File: src/rtl/fmul_arbiter.sv
// fmul_arbiter: round-robin sharing of one fmul wrapper among NREQ
// requesters, with registered operands and a WAIT-state watchdog.
module fmul_arbiter #(
  parameter int NREQ    = 4,
  parameter int TIMEOUT = 64
) (
  input  logic              clk,
  input  logic              rstn,
  input  logic [NREQ-1:0]   req,
  input  logic [NREQ*32-1:0] req_a,
  input  logic [NREQ*32-1:0] req_b,
  output logic [NREQ-1:0]   req_ack,
  output logic [NREQ-1:0]   rsp_valid,
  output logic [31:0]       rsp_data,
  output logic              timeout_err,
  output logic              fu_en,
  output logic [31:0]       fu_adata,
  output logic [31:0]       fu_bdata,
  input  logic [31:0]       fu_result,
  input  logic              fu_done,
  input  logic              fu_busy
);

  localparam int PW = $clog2(NREQ);
  localparam int CW = (TIMEOUT > 0) ? $clog2(TIMEOUT + 1) : 1;
  localparam bit WD_ON = (TIMEOUT > 0);
  localparam logic [CW-1:0] LIMIT =
    WD_ON ? CW'(TIMEOUT - 1) : '0;
  localparam logic [31:0] QNAN = 32'h7FC0_0000;

  typedef enum logic [1:0] {
    IDLE,
    ISSUE,
    WAIT
  } state_t;

  state_t          state, state_d;
  logic [PW-1:0]   ptr, ptr_d;
  logic [PW-1:0]   owner, owner_d;
  logic [CW-1:0]   cnt, cnt_d;
  logic [PW-1:0]   win, idx;
  logic            found, grant, wd_hit;
  logic [NREQ-1:0] ack_d, vld_d;
  logic [31:0]     data_d, a_d, b_d;
  logic            en_d, terr_d;

  // first requester after ptr, wrapping
  always_comb begin
    found = 1'b0;
    win   = '0;
    idx   = '0;
    for (int k = 1; k <= NREQ; k++) begin
      idx = PW'((int'(ptr) + k) % NREQ);
      if (!found && req[idx]) begin
        found = 1'b1;
        win   = idx;
      end
    end
  end

  assign grant  = found && !fu_busy;
  assign wd_hit = WD_ON && (cnt == LIMIT);

  always_ff @(posedge clk or negedge rstn) begin
    if (!rstn) begin
      state       <= IDLE;
      ptr         <= PW'(NREQ - 1);
      owner       <= '0;
      cnt         <= '0;
      req_ack     <= '0;
      rsp_valid   <= '0;
      rsp_data    <= '0;
      timeout_err <= 1'b0;
      fu_en       <= 1'b0;
      fu_adata    <= '0;
      fu_bdata    <= '0;
    end else begin
      state       <= state_d;
      ptr         <= ptr_d;
      owner       <= owner_d;
      cnt         <= cnt_d;
      req_ack     <= ack_d;
      rsp_valid   <= vld_d;
      rsp_data    <= data_d;
      timeout_err <= terr_d;
      fu_en       <= en_d;
      fu_adata    <= a_d;
      fu_bdata    <= b_d;
    end
  end

  always_comb begin
    state_d = state;
    unique case (state)
      IDLE:    if (grant) state_d = ISSUE;
      ISSUE:   state_d = WAIT;
      WAIT:    if (fu_done || wd_hit) state_d = IDLE;
      default: state_d = IDLE;
    endcase
  end

  always_comb begin
    ack_d   = '0;
    vld_d   = '0;
    en_d    = 1'b0;
    terr_d  = 1'b0;
    data_d  = rsp_data;
    a_d     = fu_adata;
    b_d     = fu_bdata;
    owner_d = owner;
    ptr_d   = ptr;
    cnt_d   = cnt;
    unique case (state)
      IDLE: begin
        if (grant) begin
          ack_d[win] = 1'b1;
          en_d       = 1'b1;
          a_d        = req_a[{win, 5'd0} +: 32];
          b_d        = req_b[{win, 5'd0} +: 32];
          owner_d    = win;
        end
      end
      ISSUE: cnt_d = '0;
      WAIT: begin
        cnt_d = cnt + CW'(1);
        // a result arriving on the limit cycle beats the abort
        if (fu_done) begin
          data_d       = fu_result;
          vld_d[owner] = 1'b1;
          ptr_d        = owner;
        end else if (wd_hit) begin
          data_d       = QNAN;
          vld_d[owner] = 1'b1;
          terr_d       = 1'b1;
          ptr_d        = owner;
        end
      end
      default: ;
    endcase
  end

endmodule

File: config.mk
export PLATFORM = sky130hd
export DESIGN_NAME = fmul_arbiter
export DESIGN_NICKNAME = d
export VERILOG_FILES = /design/src/rtl/fmul_arbiter.sv
export SDC_FILE = /design/constraint.sdc
export NUM_CORES = 1
export LEC_CHECK = 0
export ABC_CLOCK_PERIOD_IN_PS = 2670
export CAP_MARGIN = 5
export CORE_AREA = 2 2 158 160
export DETAILED_ROUTE_END_ITERATION = 7
export DIE_AREA = 0 0 160 162
export GPL_TIMING_DRIVEN = 0
export HOLD_SLACK_MARGIN = 0.08
export PLACE_DENSITY_LB_ADDON = 0.15
export SYNTH_ARGS = -nofsm -noshare
export SYNTH_HDL_FRONTEND = slang
export SYNTH_SLANG_ARGS = --single-unit
File: constraint.sdc
create_clock -name clk -period 2.67 [get_ports clk]
set_clock_uncertainty 0.15 [all_clocks]
set_input_delay 0.267 -clock clk [delete_from_list [all_inputs] [get_ports clk]]
set_output_delay 0.267 -clock clk [all_outputs]
set_load 0.03 [all_outputs]
# Word level (Yosys, flattened, before mapping)
# Cells that the tools add are included.
# word_totals
inputBits	296
ff_bits	119
out_inout_bits	106
# classes
muxes	38
magnitude_cmp	8
n_eq_ne	5
reduce_logical	17
shift	2
addsub	5
# ops
operator	count
128-bit by 8-bit variable part select with 32-bit output	2
32-bit two-way mux	2
4-bit two-way mux	5
2-bit by 3-bit < comparator with 1-bit output (second input constant)	6
2-bit two-way mux	8
1-bit two-way mux	15
7-bit one-hot mux with 2 select lines	1
1-bit binary-select mux with 2-bit select	4
7-bit by 1-bit adder with 7-bit output (second input constant)	1
7-bit by 6-bit == test with 1-bit output (second input constant)	1
1-bit logical AND	6
2-bit one-hot mux with 3 select lines	1
2-bit AND reduction	3
2-bit by 1-bit adder with 2-bit output (second input constant)	2
2-bit adder (second input constant)	2
1-bit demux with 2-bit select	2
2-bit by 1-bit >= comparator with 1-bit output (second input constant)	2
1-bit logical NOT	4
2-bit != test (second input constant)	2
2-bit nonzero test	2
2-bit by 1-bit == test with 1-bit output (second input constant)	1
2-bit == test (second input constant)	1
2-bit logical NOT	1
1-bit logical OR	1

# Longest topological paths before layout
# Gate-level depths: netlist (run 1).
# logic_depth
depth_word	19
depth_mapped	8
mapped_depth_nobuf	6

# Worst setup path before layout (run 1)
# Ideal clock, no wire load.
# synth_timing
kind	register -> register
from	reg ptr[1]
to	reg fu_bdata[4]
setup_ps	142
arrival_time_ps	1600
path_slack_ps	778
path_buffers	3
period_less_slack_ps	1892
path_stages_with_launch	9
cell_sequence	dfstp_2 > nand2b_1 > a21oi_1 > o221ai_2 > buf_6 > buf_12 > buf_12 > mux2i_1 > o221ai_1
# synth_between
elab_chain_cells	15
word_cells_on_any_way	29
classes_between	4 x add/sub; 1 x shift; 16 x mux; 8 x reduce/logical
# synth_rtl
element	line	text
start, declared	38	logic [PW-1:0] ptr, ptr_d;
start signal, assigned	67	ptr <= PW'(NREQ - 1);
start signal, assigned	79	ptr <= ptr_d;
parallel branches: the longest is 15 deep, another holds 2-bit by 1-bit adder with 2-bit output	n/a	
end signal, assigned	76	fu_bdata <= '0;
end signal, assigned	88	fu_bdata <= b_d;
end, declared	18	output logic [31:0] fu_bdata,
# Several ways; the timed one is not identified. The select of a mux whose other input is x is not followed.
# A chain may end at the register's enable or synchronous reset.

# Final worst setup path (run 1)
# layout_timing
from	reg ptr[1]
to	reg fu_adata[29]
# layout_between
elab_chain_cells	15
word_cells_on_any_way	29
classes_between	4 x add/sub; 1 x shift; 16 x mux; 8 x reduce/logical
# layout_rtl
element	line	text
parallel branches: the longest is 15 deep, another holds 2-bit by 1-bit adder with 2-bit output	n/a	
end signal, assigned	75	fu_adata <= '0;
end signal, assigned	87	fu_adata <= a_d;
end, declared	17	output logic [31:0] fu_adata,
# Several ways; the timed one is not identified. The select of a mux whose other input is x is not followed.

==> impl_results.md, run 1 <==
* Met3 GRT Util at 0.0774
* Post-Layout Cell Count at 1299
* Remaining DRCs at 0
* #FFs+latches synth at 119
* CTS resizes at 0
* Area added between synthesis and finish at 81.4%
* Worst hold margin at 207 ps
* Total Routing Usage GR at 0.194
* Pwr Total at 11.4 mW
* Worst EP arrival at 2600 ps
* Die width at 160 um
* Fin crit period at 2470 ps
* Site row count at 57
* CTS tree: done
* Yosys cell types at 37
* Final Max Tran Viols at 0
* FF+latch area at 0.00298 mm2
* DP Worst Slack at -254 ps
* Worst slew pin tran at 698 ps
* Most common cell on crit path: a21oi_1
* I/O pin count at 402
* DRT Pass-1 Iters at 4
* Routed via count at 6013
* Number of I/O port buffers at 400
* Detailed Route WL at 25200 um
* Clock root buffer master: clkbuf_16
* Final setup violation count at 0
* DR iter-0 viols at 232
* Filler cells at 2354
* Pwr dens at 1020 mW/mm2
* Crit Path Class: flop to flop
* Final Hold Vio Count at 0
* Cells after synthesis at 537
* Grt peak-use layer: met2
* First-pass GRT wire length at 38400 um
* Starting Density at 0.255
* Async set-reset flop share out of synthesis at 1.00
* Synthesized Nets at 837
* Ratio of final minimum period to clock period at 0.927
* Antenna Nets Post-Route at 0
* Worst setup SP type: flop
* Sequential share of the synthesized area at 0.484
* Die footprint at 0.0259 mm2
* Warnings, synthesis at 0
* Syn_area_per_cell at 11.5 um2
* Met1 Use GR at 0.228
* H-tree depth at 4
* M2 GR Usage at 0.329
* Max Clock Freq at 0.404 GHz
* CP max stage cell: dfstp_2
* Initial antenna violation count at 3
* Pleak at 4.92 nW
* Status: finished clean
* Die Y-Extent at 162 um
* Maximum fanout along the worst path at 10
* Pin count of the biggest net entering global routing at 69
* Worst VDD drop at 497 uV
* Buffers and inverters on the worst path at 2
* Worst Hold Class: input port to async pin
* Cell area after synthesis at 0.00615 mm2
* Avg WL per Cell at 19.4 um
* Clk pin slew, worst setup/hold paths at 70 ps
* Unrepaired setup endpoints after global routing: no
* Vias per cell at 4.63
* Max_cap viols at 0
* Multi-input combinational cell area at 0.00281 mm2
* Inserted Clock Buffers at 17
* Final weighted congestion in routability-driven placement at 0.769
* CP cell instances: a21oi_1, a31oi_1, a21oi_1, nand2_1, clkbuf_1, buf_2, o221ai_1
* Most frequent cells in the layout: clkdlybuf4s50_1 (399), mux2i_1 (130), dfrtp_1 (117)
* Overflow after GRT at 0
* Critical Path Max Stage Delay at 600 ps
* CORE AREA at 0.0241 mm2
* Worst skew pair latency at 420 ps
* Req. time, crit path at 2800 ps
* Hold buffers post-CTS at 2
* Max Root-Sink Buffers at 2
* Final core occ at 0.463
* Setup ws final at 196 ps
* Placed Cells incl. Taps at 1262
* Worst slew margin at 0.534
* Critical Path End Type: flop
* Primary FF master, synth: dfrtp_1
* Most common cell after layout, fill and taps aside: clkdlybuf4s50_1
* Crit-path leading delay family: buffers and inverters
* DP Wirelength at 19500 um
* Vias in the first global route at 6446
* Share of layout cells above drive strength 1 at 0.0648
* Post-synth EDFFs at 0
* Final nets at 1259
* Post-CTS setup buffer count at 0
* Clock Sinks at 119
==> synthesized netlist by cell type (2+ instances only) <==
cell | instances | area (um2)
a21oi_1 | 6 | 30.0
a22o_1 | 23 | 201
and3_1 | 3 | 18.8
buf_12 | 8 | 160
buf_2 | 11 | 55.1
clkbuf_1 | 20 | 75.1
clkbuf_4 | 5 | 37.5
dfrtp_1 | 117 | 2930
dfstp_2 | 2 | 52.6
ha_1 | 4 | 50.1
inv_1 | 6 | 22.5
inv_2 | 2 | 7.51
mux2i_1 | 130 | 1300
nand2_1 | 84 | 315
nand2b_1 | 3 | 18.8
nand3_1 | 4 | 20.0
nor2_1 | 9 | 33.8
nor2b_1 | 2 | 12.5
nor3_1 | 2 | 10.0
o21a_1 | 3 | 22.5
o21ai_0 | 2 | 10.0
o21ai_1 | 5 | 25.0
o221ai_1 | 64 | 561
o22a_1 | 9 | 78.8
==> logic make-up (layout without fill, tap and decap cells) <==
group                    after synthesis  in the layout  synth area share
flip-flops                           119            119             0.484
other                                  0              3                 0
AO/OA/AOI/OAI                        117            117             0.158
AND/OR/NAND/NOR                      112            112            0.0752
adder cells (fa/ha/maj)                4              4           0.00813
XOR/XNOR                               1              1           0.00142
multiplexers                         131            131             0.213
buffers and inverters                 53            488            0.0600
==> metrics by stage <==
stage | area (um2) | TNS, ps
2_1_floorplan | 6150 | 0
3_3_place_gp | 10600 | -472520
5_1_grt | 11200 | 0
3_5_place_dp | 10600 | -10730
6_report | 11200 | 0
4_1_cts | 11200 | 0
==> worst paths after layout <==
path | from | slack [ps] | cells after the start | end
max in group asynchronous | rstn | 1400 | 3 | fu_adata[16]$_DFFE_PN0P_
hold / removal | rstn | 210 | 2 | rsp_data[10]$_DFFE_PN0P_
min in group clk | fu_result[26] | 280 | 2 | rsp_data[26]$_DFFE_PN0P_
setup / recovery | ptr[1]$_DFFE_PN1P_ | 200 | 7 | fu_adata[29]$_DFFE_PN0P_
setup reg to reg | ptr[1]$_DFFE_PN1P_ | 200 | 7 | fu_adata[29]$_DFFE_PN0P_
hold reg to reg | fu_adata[19]$_DFFE_PN0P_ | 330 | 2 | fu_adata[19]$_DFFE_PN0P_
==> per-layer routing <==
| layer | wire, um | vias to the layer above |
|---|---|---|
| met2 | 12400 | 278 |
| met3 | 2420 | 21 |
| met1 | 10100 | 2836 |
| li1 | - | 2876 |
| met4 | 346 | 2 |
| met5 | 13 | - |
==> power by group <==
part / internal (mW) / switching (mW) / leakage [nW] / total [mW]
logic: 2.85 / 3.39 / 3.16 / 6.24
clock network: 1.21 / 0.941 / 0.268 / 2.15
registers: 2.58 / 0.445 / 1.49 / 3.02
==> state kept, by name (all words and copies together) (netlist names) <==
register,count
fu_adata,32
fu_en,1
timeout_err,1
fu_bdata,32
rsp_data,32
req_ack,4
rsp_valid,4
owner,2
ptr,2
cnt,7
state,2
==> layout make-up <==
type                            instances  share of cell area
Timing Repair Buffer                  403               0.363
Sequential cell                       119               0.267
Multi-Input combinational cell        365               0.251
Clock buffer                           18              0.0384
Tap cell                              324              0.0363
Buffer                                 45              0.0304
Clock inverter                         14              0.0104
Inverter                                8             0.00269
Antenna cell                            3            0.000672
(Power assumes the default switching activity.)
==> run 2: changes to the inputs <==
--- a/config.mk
+++ b/config.mk
@@ -7,9 +7,9 @@
 export LEC_CHECK = 0
 export ABC_CLOCK_PERIOD_IN_PS = 2670
 export CAP_MARGIN = 5
-export CORE_AREA = 2 2 158 160
+export CORE_AREA = 2 2 155 157
 export DETAILED_ROUTE_END_ITERATION = 7
-export DIE_AREA = 0 0 160 162
+export DIE_AREA = 0 0 157 159
 export GPL_TIMING_DRIVEN = 0
 export HOLD_SLACK_MARGIN = 0.08
 export PLACE_DENSITY_LB_ADDON = 0.15
==> impl_results.md, run 2 (synthesis results as in run 1) <==
* Status: finished clean
* Die Y-Extent at 159 um (-1.9%)
* First-pass GRT wire length at 38800 um (+1.1%)
* Worst Hold Class: input port to async pin
* DRT Pass-1 Iters at 4 (unchanged)
* Clock power share at 0.189 (about the same)
* Worst hold margin at 217 ps (+10.5 ps)
* Flop pwr share at 0.263 (-0.002)
* Max_cap viols at 0 (unchanged)
* Crit Path Class: input port to flop
* Share of layout cells above drive strength 1 at 0.0679 (+0.00309)
* R2r startpoint: ptr[1]$_DFFE_PN1P_
* Final setup violation count at 0 (unchanged)
* Maximum fanout along the worst path at 10 (unchanged)
* Final Hold Vio Count at 0 (unchanged)
* Ratio of final minimum period to clock period at 0.840 (-0.0861)
* Number of I/O port buffers at 400 (unchanged)
* Vias in the first global route at 6376 (-1.1%)
* Worst skew pair latency at 420 ps (about the same)
* Filler cells at 2225 (-5.5%)
* Critical Path End Type: flop
* Antenna Nets Post-Route at 0 (unchanged)
* Req. time, crit path at 2790 ps (about the same)
* Fin crit period at 2240 ps (-230 ps)
* Remaining DRCs at 0 (unchanged)
* Net Sw Power at 4.80 mW (+0.41%)
* Initial antenna violation count at 3 (unchanged)
* Avg WL per Cell at 20.2 um (+3.9%)
* Multi-input combinational cell area at 0.00281 mm2 (unchanged)
* Routed via count at 6068 (+0.91%)
* Pwr dens at 1020 mW/mm2 (+0.20%)
* Clock Sinks at 119 (unchanged)
* DP Wirelength at 20300 um (+3.9%)
* Clock root buffer master: clkbuf_16
* Vias per cell at 4.69 (+1.4%)
* Die width at 157 um (-1.9%)
* Most frequent cells in the layout: clkdlybuf4s50_1 (399), mux2i_1 (130), dfrtp_1 (117)
* CTS tree: done
* Final weighted congestion in routability-driven placement at 0.790 (+2.7%)
* Max Root-Sink Buffers at 2 (unchanged)
* Die footprint at 0.0250 mm2 (-3.7%)
* CORE AREA at 0.0232 mm2 (-3.8%)
* Placed Cells incl. Taps at 1257 (-0.40%)
* Overflow after GRT at 0 (unchanged)
* Max Clock Freq at 0.446 GHz (+10%)
* Most common cell after layout, fill and taps aside: clkdlybuf4s50_1
* DR iter-0 viols at 240 (+3.4%)
* Starting Density at 0.265 (+0.0101)
* Worst EP arrival at 2370 ps (-230 ps)
* Combinational Power Share at 0.547 (about the same)
* FF+latch area at 0.00298 mm2 (unchanged)
* Worst slew pin tran at 601 ps (-97.5 ps)
* I/O pin count at 402 (unchanged)
* Clk pin slew, worst setup/hold paths at 60 ps (about the same)
* Final Max Tran Viols at 0 (unchanged)
* Pleak at 4.92 nW (about the same)
* H-tree depth at 4 (unchanged)
* P_int at 6.63 mW (about the same)
* Site row count at 56 (-1.8%)
* Post-Layout Cell Count at 1293 (-0.46%)
* Worst setup startpoint: req[3]
* Final nets at 1259 (unchanged)
* Largest regs: fu_adata x32, fu_bdata x32, rsp_data x32
* Worst VDD drop at 596 uV (+20%)
* Worst setup SP type: input port
* Unrepaired setup endpoints after global routing: no
* Area added between synthesis and finish at 81.3% (about the same)
* Inserted Clock Buffers at 17 (unchanged)
* Worst slew margin at 0.599 (+0.0650)
* Detailed Route WL at 26100 um (+3.5%)
* Pin count of the biggest net entering global routing at 69 (unchanged)
* Switching Fraction at 0.420 (+0.00114)
* Total Routing Usage GR at 0.206 (+0.0124)
* Post-CTS setup buffer count at 0 (unchanged)
run 2: cell types whose count changed in the layout (fill, tap and decap cells not counted):
| cell | before | now |
|---|---|---|
| clkbuf_2 | 0 | 2 |
| inv_6 | 6 | 5 |
| clkinv_4 | 4 | 3 |
| clkinvlp_4 | 1 | 3 |
| diode_2 | 3 | 2 |
| clkbuf_1 | 21 | 18 |
| clkinv_2 | 2 | 3 |
run 2: stage by stage:
stage	instance area [um2]	util	power, mW	TNS (ps)	setup WS, ps
6_report	11200	0.481	11.4	0	426
5_1_grt	11200	0.481	12.1	0	178
4_1_cts	11200	0.481	11.6	0	69.6
3_5_place_dp	10600	0.456	9.36	-16070	-371
3_3_place_gp	10600	0.455	9.32	-488250	-4050
2_1_floorplan	6150	-	6.66	0	778
run 2: layout make-up:
| type | count | share of cell area |
|---|---|---|
| Timing Repair Buffer | 403 | 0.363 |
| Sequential cell | 119 | 0.267 |
| Clock inverter | 15 | 0.0107 |
| Buffer | 45 | 0.0306 |
| Inverter | 8 | 0.00269 |
| Antenna cell | 2 | 0.000449 |
| Multi-Input combinational cell | 365 | 0.251 |
| Clock buffer | 17 | 0.0381 |
| Tap cell | 319 | 0.0358 |
run 2: worst paths after layout:
path | slack, ps | depth (start not counted) | end
worst max-delay path | 430 | 9 | fu_adata[13]$_DFFE_PN0P_
worst min-delay path | 220 | 2 | fu_bdata[5]$_DFFE_PN0P_
worst max register to register | 460 | 8 | fu_bdata[30]$_DFFE_PN0P_
worst min register to register | 330 | 2 | fu_adata[24]$_DFFE_PN0P_
max in group asynchronous | 1370 | 3 | ptr[0]$_DFFE_PN1P_
min in group clk | 290 | 2 | rsp_data[25]$_DFFE_PN0P_
run 2: what timing repair did:
| action | CTS | global route |
|---|---|---|
| gates resized for setup | 0 | 4 |
| hold buffers | 2 | 0 |
| setup endpoints to repair | 0 | 39 |
| hold endpoints to repair | 52 | 0 |
run 2: metal layers:
metal  share of wire  up-vias  GRT usage
li1                -     2882          -
met1            0.40     2880      0.241
met2            0.49      269      0.344
met3           0.096       35     0.0746
met4           0.023        2     0.0771
met5         0.00050        -          0
run 2: critical path, cell delays in order:
cell             delay, ps
clkdlybuf4s50_1        460
nor2_1                 220
a21oi_1                120
nand2_1                240
inv_2                  120
nand2_1                140
clkbuf_2               300
buf_2                  310
o221ai_1               180
run 2: power by group through the flow:
stage / clock (mW) / sequential (mW) / combinational, mW
5_1_grt: 2.32 / 3.11 / 6.69
2_1_floorplan: 0 / 4.38 / 2.28
3_5_place_dp: 0 / 3.03 / 6.33
3_3_place_gp: 0 / 3.02 / 6.30
6_report: 2.16 / 3.01 / 6.26
4_1_cts: 2.22 / 3.02 / 6.35
==> run 3: changes to the inputs <==
--- a/config.mk
+++ b/config.mk
@@ -5,7 +5,7 @@
 export SDC_FILE = /design/constraint.sdc
 export NUM_CORES = 1
 export LEC_CHECK = 0
-export ABC_CLOCK_PERIOD_IN_PS = 2670
+export ABC_CLOCK_PERIOD_IN_PS = 2100
 export CAP_MARGIN = 5
 export CORE_AREA = 2 2 155 157
 export DETAILED_ROUTE_END_ITERATION = 7
==> constraint.sdc (replaced) <==
create_clock -name clk -period 2.1 [get_ports clk]
set_clock_uncertainty 0.15 [all_clocks]
set_input_delay 0.21 -clock clk [delete_from_list [all_inputs] [get_ports clk]]
set_output_delay 0.21 -clock clk [all_outputs]
set_load 0.03 [all_outputs]
==> impl_results.md, run 3 (synthesis results as in run 1) <==
* Total Routing Usage GR at 0.208 (+0.00131)
* CP max stage cell: dfstp_2
* CTS tree: done
* Most common cell after layout, fill and taps aside: clkdlybuf4s50_1
* Die footprint at 0.0250 mm2 (unchanged)
* Worst setup SP type: flop
* Vias per cell at 4.67 (-0.42%)
* Final nets at 1264 (+0.40%)
* Overflow after GRT at 0 (unchanged)
* Vias in the first global route at 6405 (+0.45%)
* Clock root buffer master: clkbuf_16
* Most frequent cells in the layout: clkdlybuf4s50_1 (399), dfrtp_1 (117), mux2i_1 (116)
* Final Max Tran Viols at 0 (unchanged)
* Max Clock Freq at 0.478 GHz
* Pleak at 4.99 nW (+1.4%)
* Clk pin slew, worst setup/hold paths at 60 ps (about the same)
* Inserted Clock Buffers at 17 (unchanged)
* Remaining DRCs at 0 (unchanged)
* Worst EP arrival at 2220 ps (-150 ps)
* Status: finished clean
* First-pass GRT wire length at 39000 um (+0.55%)
* DRT Pass-1 Iters at 7 (+3)
* Final core occ at 0.493 (+0.0119)
* Antenna Nets Post-Route at 0 (unchanged)
* DP Worst Slack at -884 ps (-513 ps)
* Initial antenna violation count at 3 (unchanged)
* R2R depth at 8 (unchanged)
* Final Hold Vio Count at 0 (unchanged)
* DP Wirelength at 20300 um (unchanged)
* Largest regs: fu_adata x32, fu_bdata x32, rsp_data x32
* Ratio of final minimum period to clock period at 0.997
* CP cell instances: nand2b_1, a21oi_1, o221ai_2, buf_6, buf_12, buf_12, mux2i_1, o221ai_1
* Final setup violation count at 0 (unchanged)
* Final weighted congestion in routability-driven placement at 0.790 (unchanged)
* Placed Area at 0.0106 mm2 (unchanged)
* Site row count at 56 (unchanged)
* Starting Density at 0.265 (unchanged)
* Worst slew margin at 0.624 (+0.0247)
* Worst skew pair latency at 410 ps (about the same)
* Fin crit period at 2090 ps
* Critical Path Max Stage Delay at 560 ps (+100 ps)
* Post-route design area at 0.0114 mm2 (+2.5%)
* Setup ws final at 6.90 ps (-419 ps)
* CORE AREA at 0.0232 mm2 (unchanged)
* I/O pin count at 402 (unchanged)
* DR iter-0 viols at 179 (-25%)
* H-tree depth at 4 (unchanged)
* Clock Sinks at 119 (unchanged)
* Maximum fanout along the worst path at 10 (unchanged)
* Worst Hold Class: input port to async pin
* Routed via count at 6066 (-0.033%)
* Number of I/O port buffers at 400 (unchanged)
* Unrepaired setup endpoints after global routing: yes
* Avg WL per Cell at 20.4 um (+1.2%)
* Crit Path Class: flop to flop
* Detailed Route WL at 26500 um (+1.6%)
* Worst slew pin tran at 564 ps (-37.1 ps)
* Pin count of the biggest net entering global routing at 69 (unchanged)
* Pwr dens at 1300 mW/mm2 (+27%)
* Setup TNS at 0 ps (unchanged)
* Critical Path End Type: flop
* Most common cell on crit path: buf_12
* Die Y-Extent at 159 um (unchanged)
* Share of layout cells above drive strength 1 at 0.106 (+0.0385)
* Die width at 157 um (unchanged)
* Max Root-Sink Buffers at 2 (unchanged)
* Area added between synthesis and finish at 85.8%
* Req. time, crit path at 2220 ps (-570 ps)
* Worst VDD drop at 755 uV (+27%)
* Max_cap viols at 0 (unchanged)
## run 3: cell types whose count changed in the layout (fill, tap and decap cells not counted), moves of 2 or more
cell	previous run	this run
buf_2	11	4
buf_4	0	10
clkbuf_1	18	8
clkbuf_16	17	20
clkbuf_2	2	9
clkbuf_4	5	7
mux2i_1	130	116
mux2i_2	0	8
mux2i_4	0	6
o221ai_1	64	59
o221ai_2	1	6
## run 3: final cells by class
type,instances,area [um2]
Inverter,8,30.0
Multi-Input combinational cell,365,2950
Clock inverter,15,119
Fill cell,2200,11800
Clock buffer,17,425
Sequential cell,119,2980
Buffer,44,372
Tap cell,319,399
Timing Repair Buffer,409,4150
Antenna cell,2,5.00
## run 3: where the power goes
part / switching (mW) / total (mW) / internal, mW
combinational: 4.46 / 8.35 / 3.89
clock: 1.21 / 2.74 / 1.53
sequential: 0.546 / 3.82 / 3.27
## run 3: worst paths after layout
kind	from	to	slack (ps)
min	rstn	fu_bdata[5]$_DFFE_PN0P_	160
min reg2reg	fu_adata[24]$_DFFE_PN0P_	fu_adata[24]$_DFFE_PN0P_	330
max in group asynchronous	rstn	ptr[0]$_DFFE_PN1P_	870
max reg2reg	ptr[1]$_DFFE_PN1P_	fu_bdata[2]$_DFFE_PN0P_	7
min in group clk	fu_result[30]	rsp_data[30]$_DFFE_PN0P_	230
max	ptr[1]$_DFFE_PN1P_	fu_bdata[2]$_DFFE_PN0P_	7
## run 3: repair_timing
action                                  in CTS  in global routing
buffers inserted                             3                  0
endpoints found under the hold margin       52                  0
pin swaps                                   12                  5
cloned                                       0                  3
gates resized for setup                     29                 26
endpoints found under the setup margin      92                 87
hold buffers                                 2                  0
## run 3: through the flow
step                      hold WS [ps]  instances  power (mW)
after global routing               208       1298        15.8
after global placement             319       1256        11.8
after floorplan                   -236        537        8.47
after detailed placement          62.7       1257        11.9
after CTS                          176       1293        14.9
final                              159       1298        14.9
## run 3: worst max-delay path, delay by kind of cell, from the launching register on
| family | cells | cell delay (ps) |
|---|---|---|
| multiplexers | 1 | 240 |
| AND/OR/NAND/NOR | 1 | 110 |
| flip-flops | 1 | 560 |
| AO/OA/AOI/OAI | 3 | 390 |
| buffers and inverters | 3 | 490 |
## run 3: per-layer routing
layer	global-route usage	vias to the layer above	part of all wire
li1	-	2885	-
met1	0.242	2880	0.39
met2	0.350	266	0.49
met3	0.0740	33	0.095
met4	0.0746	2	0.019
met5	0	-	0.00049
